--- src/rtl/branch_comparator_pkg.sv ---
// Shared definitions for the RV32I branch comparator.
//   DEFAULT_WIDTH : default operand width
//   branch_f3_e   : funct3 encodings of the conditional branches
package branch_comparator_pkg;

  localparam int unsigned DEFAULT_WIDTH = 32;

  typedef enum logic [2:0] {
    F3_BEQ  = 3'b000,
    F3_BNE  = 3'b001,
    F3_BLT  = 3'b100,
    F3_BGE  = 3'b101,
    F3_BLTU = 3'b110,
    F3_BGEU = 3'b111
  } branch_f3_e;

endpackage : branch_comparator_pkg

--- src/rtl/branch_comparator_magnitude_cmp.sv ---
// WIDTH-bit equality and unsigned less-than comparator.
//   a_i, b_i  : operands
//   eq_c_o    : a_i == b_i (combinational)
//   ltu_c_o   : a_i <  b_i unsigned (combinational)
module magnitude_cmp
  import branch_comparator_pkg::*;
#(
  parameter int unsigned WIDTH = DEFAULT_WIDTH
) (
  input  logic [WIDTH-1:0] a_i,
  input  logic [WIDTH-1:0] b_i,
  output logic             eq_c_o,
  output logic             ltu_c_o
);

  assign eq_c_o  = (a_i == b_i);
  assign ltu_c_o = (a_i < b_i);

endmodule : magnitude_cmp

--- src/rtl/branch_comparator.sv ---
// Branch comparator: eq / lt flags and branch-taken decision for the
// execute stage, plus an enable-gated registered copy for the next stage.
//   clk, rst_n            : clock, async active-low reset
//   rs1, rs2              : operands
//   brun                  : 1 = unsigned compare, 0 = signed compare
//   is_branch, funct3     : branch qualifier and type
//   en                    : load enable for the registered copies
//   breq, brlt, taken     : combinational results
//   breq_q, brlt_q, taken_q : registered results
module branch_comparator
  import branch_comparator_pkg::*;
#(
  parameter int unsigned WIDTH = DEFAULT_WIDTH
) (
  input  logic             clk,
  input  logic             rst_n,
  input  logic [WIDTH-1:0] rs1,
  input  logic [WIDTH-1:0] rs2,
  input  logic             brun,
  input  logic             is_branch,
  input  logic [2:0]       funct3,
  input  logic             en,
  output logic             breq,
  output logic             brlt,
  output logic             taken,
  output logic             breq_q,
  output logic             brlt_q,
  output logic             taken_q
);

  localparam int unsigned MSB = WIDTH - 1;

  logic eq_c;
  logic ltu_c;
  logic sign_diff_c;

  logic breq_d;
  logic brlt_d;
  logic taken_d;

  // Full-width unsigned compare; reused for the signed case below.
  magnitude_cmp #(
    .WIDTH (WIDTH)
  ) u_magnitude_cmp (
    .a_i     (rs1),
    .b_i     (rs2),
    .eq_c_o  (eq_c),
    .ltu_c_o (ltu_c)
  );

  // With equal sign bits the full unsigned compare equals the low-bit
  // compare, so only the differing-sign case needs special handling.
  assign sign_diff_c = rs1[MSB] ^ rs2[MSB];

  assign breq = eq_c;
  assign brlt = (!brun && sign_diff_c) ? rs1[MSB] : ltu_c;

  // funct3 decode; illegal encodings and non-branches never take.
  always_comb begin
    taken = 1'b0;
    if (is_branch) begin
      case (funct3)
        F3_BEQ:          taken = breq;
        F3_BNE:          taken = !breq;
        F3_BLT, F3_BLTU: taken = brlt;
        F3_BGE, F3_BGEU: taken = !brlt;
        default:         taken = 1'b0;
      endcase
    end
  end

  // Next-state for the register stage: load on en, otherwise hold.
  always_comb begin
    breq_d  = breq_q;
    brlt_d  = brlt_q;
    taken_d = taken_q;
    if (en) begin
      breq_d  = breq;
      brlt_d  = brlt;
      taken_d = taken;
    end
  end

  always_ff @(posedge clk or negedge rst_n) begin
    if (!rst_n) begin
      breq_q  <= 1'b0;
      brlt_q  <= 1'b0;
      taken_q <= 1'b0;
    end else begin
      breq_q  <= breq_d;
      brlt_q  <= brlt_d;
      taken_q <= taken_d;
    end
  end

endmodule : branch_comparator

--- config.mk ---
export PLATFORM = sky130hd
export DESIGN_NAME = branch_comparator
export DESIGN_NICKNAME = d
export VERILOG_FILES = /design/src/rtl/branch_comparator_pkg.sv /design/src/rtl/branch_comparator_magnitude_cmp.sv /design/src/rtl/branch_comparator.sv
export SDC_FILE = /design/constraint.sdc
export NUM_CORES = 1
export LEC_CHECK = 0
export BUFFER_PORTS_ARGS = -buffer_cell sky130_fd_sc_hd__buf_2
export CAP_MARGIN = 30
export CORE_MARGIN = 1
export CORE_UTILIZATION = 30
export CTS_CLUSTER_DIAMETER = 60
export DETAILED_ROUTE_END_ITERATION = 10
export PLACE_DENSITY_LB_ADDON = 0.3
export SYNTH_ARGS = -nofsm -noshare
export SYNTH_HDL_FRONTEND = slang
export SYNTH_HIERARCHICAL = 1
export SYNTH_SLANG_ARGS = --single-unit
--- constraint.sdc ---
create_clock -name clk -period 4.54 [get_ports clk]
set_input_delay 0.454 -clock clk [delete_from_list [all_inputs] [get_ports clk]]
set_output_delay 0.454 -clock clk [all_outputs]
set_load 0.02 [all_outputs]
==> metrics.cfg <==
[placement]
hpwl_mm=2.07
numPortBuffers=77
routabilityCongestion=0.713

[setup_path]
start_kind=input port
cp_slowest_cell=or4b_1
r2r_start=breq_q
worstRegToRegCells=1
worstPathRequired_ns=4.09
crit_fanout=3
worstSetupPathType=input port to output port
r2r-end=breq_q
r2r_setup_slack_ns=3.75
slowest_delay_ns=0.53
cp.arrival_ns=2.97
cp-end-kind=output port
path_cells=buf_2, ha_1, a21oi_1, nor2_1, a211o_1, or4b_1, a2111oi_2, o21ai_1, a211o_1, nand3_1, buf_2

[yosys]
synth_flop_cell=dfrtp_1
synth_top_area_frac=0.402
yosys-top-cells-count=32 x ha_1, 32 x inv_1, 11 x a21oi_1, 11 x nand2_1, 8 x nor2_1
avgSynthCellArea_um2=7.39
synth_seq_area_share=0.0753
synth_cell_types=31
yosysTopAreaCell=ha_1
synth_area_um2=997
synth_edf_count=0
ys_warn_count=6
async_flop_share=1.00
synth_nets=239
synth_top_cells_by_area=ha_1 40%, inv_1 12%, dfrtp_1 7.5%
synth_cells=135
ys_ff_latch=3

[clocking]
post_cts_buffers=0
cts_tree=yes
cts_sinks=3
cts_resized=0
cts_buffers=3
clock_latency_ns=0.24
holdBufCountCts=0
path_clk_slew_ns=0.04
cts_buffer_depth=2
ctsHtreeMaxLevel=1
root_buffer=clkbuf_4

[floorplanning]
initial_core_util=0.321
design.core.area_um2=3100
io_pins=78
die-width_um=59.7
dieArea_um2=3560
die_y_um=59.7
rows=20

[run]
maxCapViolCount=0

[status]
status=finished, final reports clean

[drt]
drc_errors=0
first_iter_violations=24
wirelength_mm=2.24
routedWlPerCell_um=8.60
ant_nets=0
vias=1149
via_per_inst=4.42
first_pass_iters=2

[power]
vdd_drop_max_uv=132
p_total_mw=0.187
power.density_nw_per_um2=128
leakagePower_nw=0.919

[global_routing]
grt_overflow=0
grt_pass1_vias=1045
antenna_found_initial=0
grt_max_degree=5
grt_usage=0.131
grt_pass1_wl_mm=3.68

[timing]
rsz0062_at_grt=false
holdWs_ns=0.00932
tns_ns=0
fmax_mhz=292
slew_violations=0
period_needed_ns=3.42
hold_viol=0
max_slew_margin=0.758
period_share=0.754
setup_violations=0
fin_skew_ns=0
worst_slew_pin_slew_ns=0.360

[worst_hold_path]
holdCritPathClass=input port to asynchronous set/reset pin

[final_layout]
fin_nets=321
diodes=0
area_growth_syn_to_layout_pct=46.8
drive_above_1_share=0.394

[logic make-up after synthesis]
logic type,after synthesis,share of synthesized area
AOI/OAI and AO/OA,26,0.169
and+or+nand+nor,39,0.202
DFF,3,0.0753
muxes,2,0.0226
buffers and inverters,32,0.120
xor gates and xnor gates,1,0.00878
adders and majority gates,32,0.402
[stage by stage]
stage	std cells	instance area, µm²	setup WS, ns	util
finish	260	1460	1.12	0.472
global route	260	1460	0.892	0.472
CTS	260	1460	1.09	0.472
detailed placement	256	1440	1.10	0.463
global placement	256	1440	1.14	0.463
floorplan	135	997	1.37	-
[power by group]
part           switching [mW]  leakage (nW)  total (mW)  internal [mW]
registers             0.00111        0.0370      0.0306         0.0294
clock network          0.0144        0.0150      0.0474         0.0330
logic                  0.0525         0.867       0.109         0.0565
total                  0.0681         0.919       0.187          0.119
[critical path, delay by kind of cell]
family / cells / cell delay [ns]
adder cells (fa/ha/maj): 1 / 0.29
AND/OR/NAND/NOR: 3 / 0.68
buffers and inverters: 2 / 0.26
AO/OA/AOI/OAI: 5 / 1.28
[how the worst max path moves through the flow]
stage / start / end / slack (ns) / cells after the start
global route: rs2[13] / taken / 0.89 / 12
floorplan: rs2[13] / taken / 1.37 / 10
finish: rs1[13] / taken / 1.12 / 11
detailed placement: rs1[13] / taken / 1.10 / 11
CTS: rs1[13] / taken / 1.09 / 11
global placement: rs1[13] / taken / 1.14 / 11
[metal layers]
| layer | share of wire | global-route usage | up-vias |
|---|---|---|---|
| met5 | 0 | 0 | - |
| met1 | 0.45 | 0.154 | 474 |
| met4 | 0 | 0.0199 | 0 |
| met2 | 0.48 | 0.243 | 43 |
| met3 | 0.072 | 0.0281 | 0 |
| li1 | - | - | 632 |
[layout by cell type (no fill, tap or decap), drive strengths merged, types with 3 or more instances in the layout]
cell	synthesis	final
nor2b	3	3
buf	0	77
ha	32	32
clkbuf	0	4
nand4	4	4
o21ai	5	5
dfrtp	3	3
nand3	5	5
nand2	12	12
a21oi	11	11
nor2	8	8
inv	32	32
[area by class of cell]
class | instances | area (µm²)
Clock buffer | 4 | 26.3
Fill cell | 343 | 1640
Inverter | 32 | 120
Multi-Input combinational cell | 100 | 802
Sequential cell | 3 | 75.1
Tap cell | 44 | 55.1
Timing Repair Buffer | 77 | 385
[flip-flops by register name, indices dropped and copies added, names as in the netlist]
register,flops
breq_q,1
brlt_q,1
taken_q,1
(Power assumes the default switching activity.)
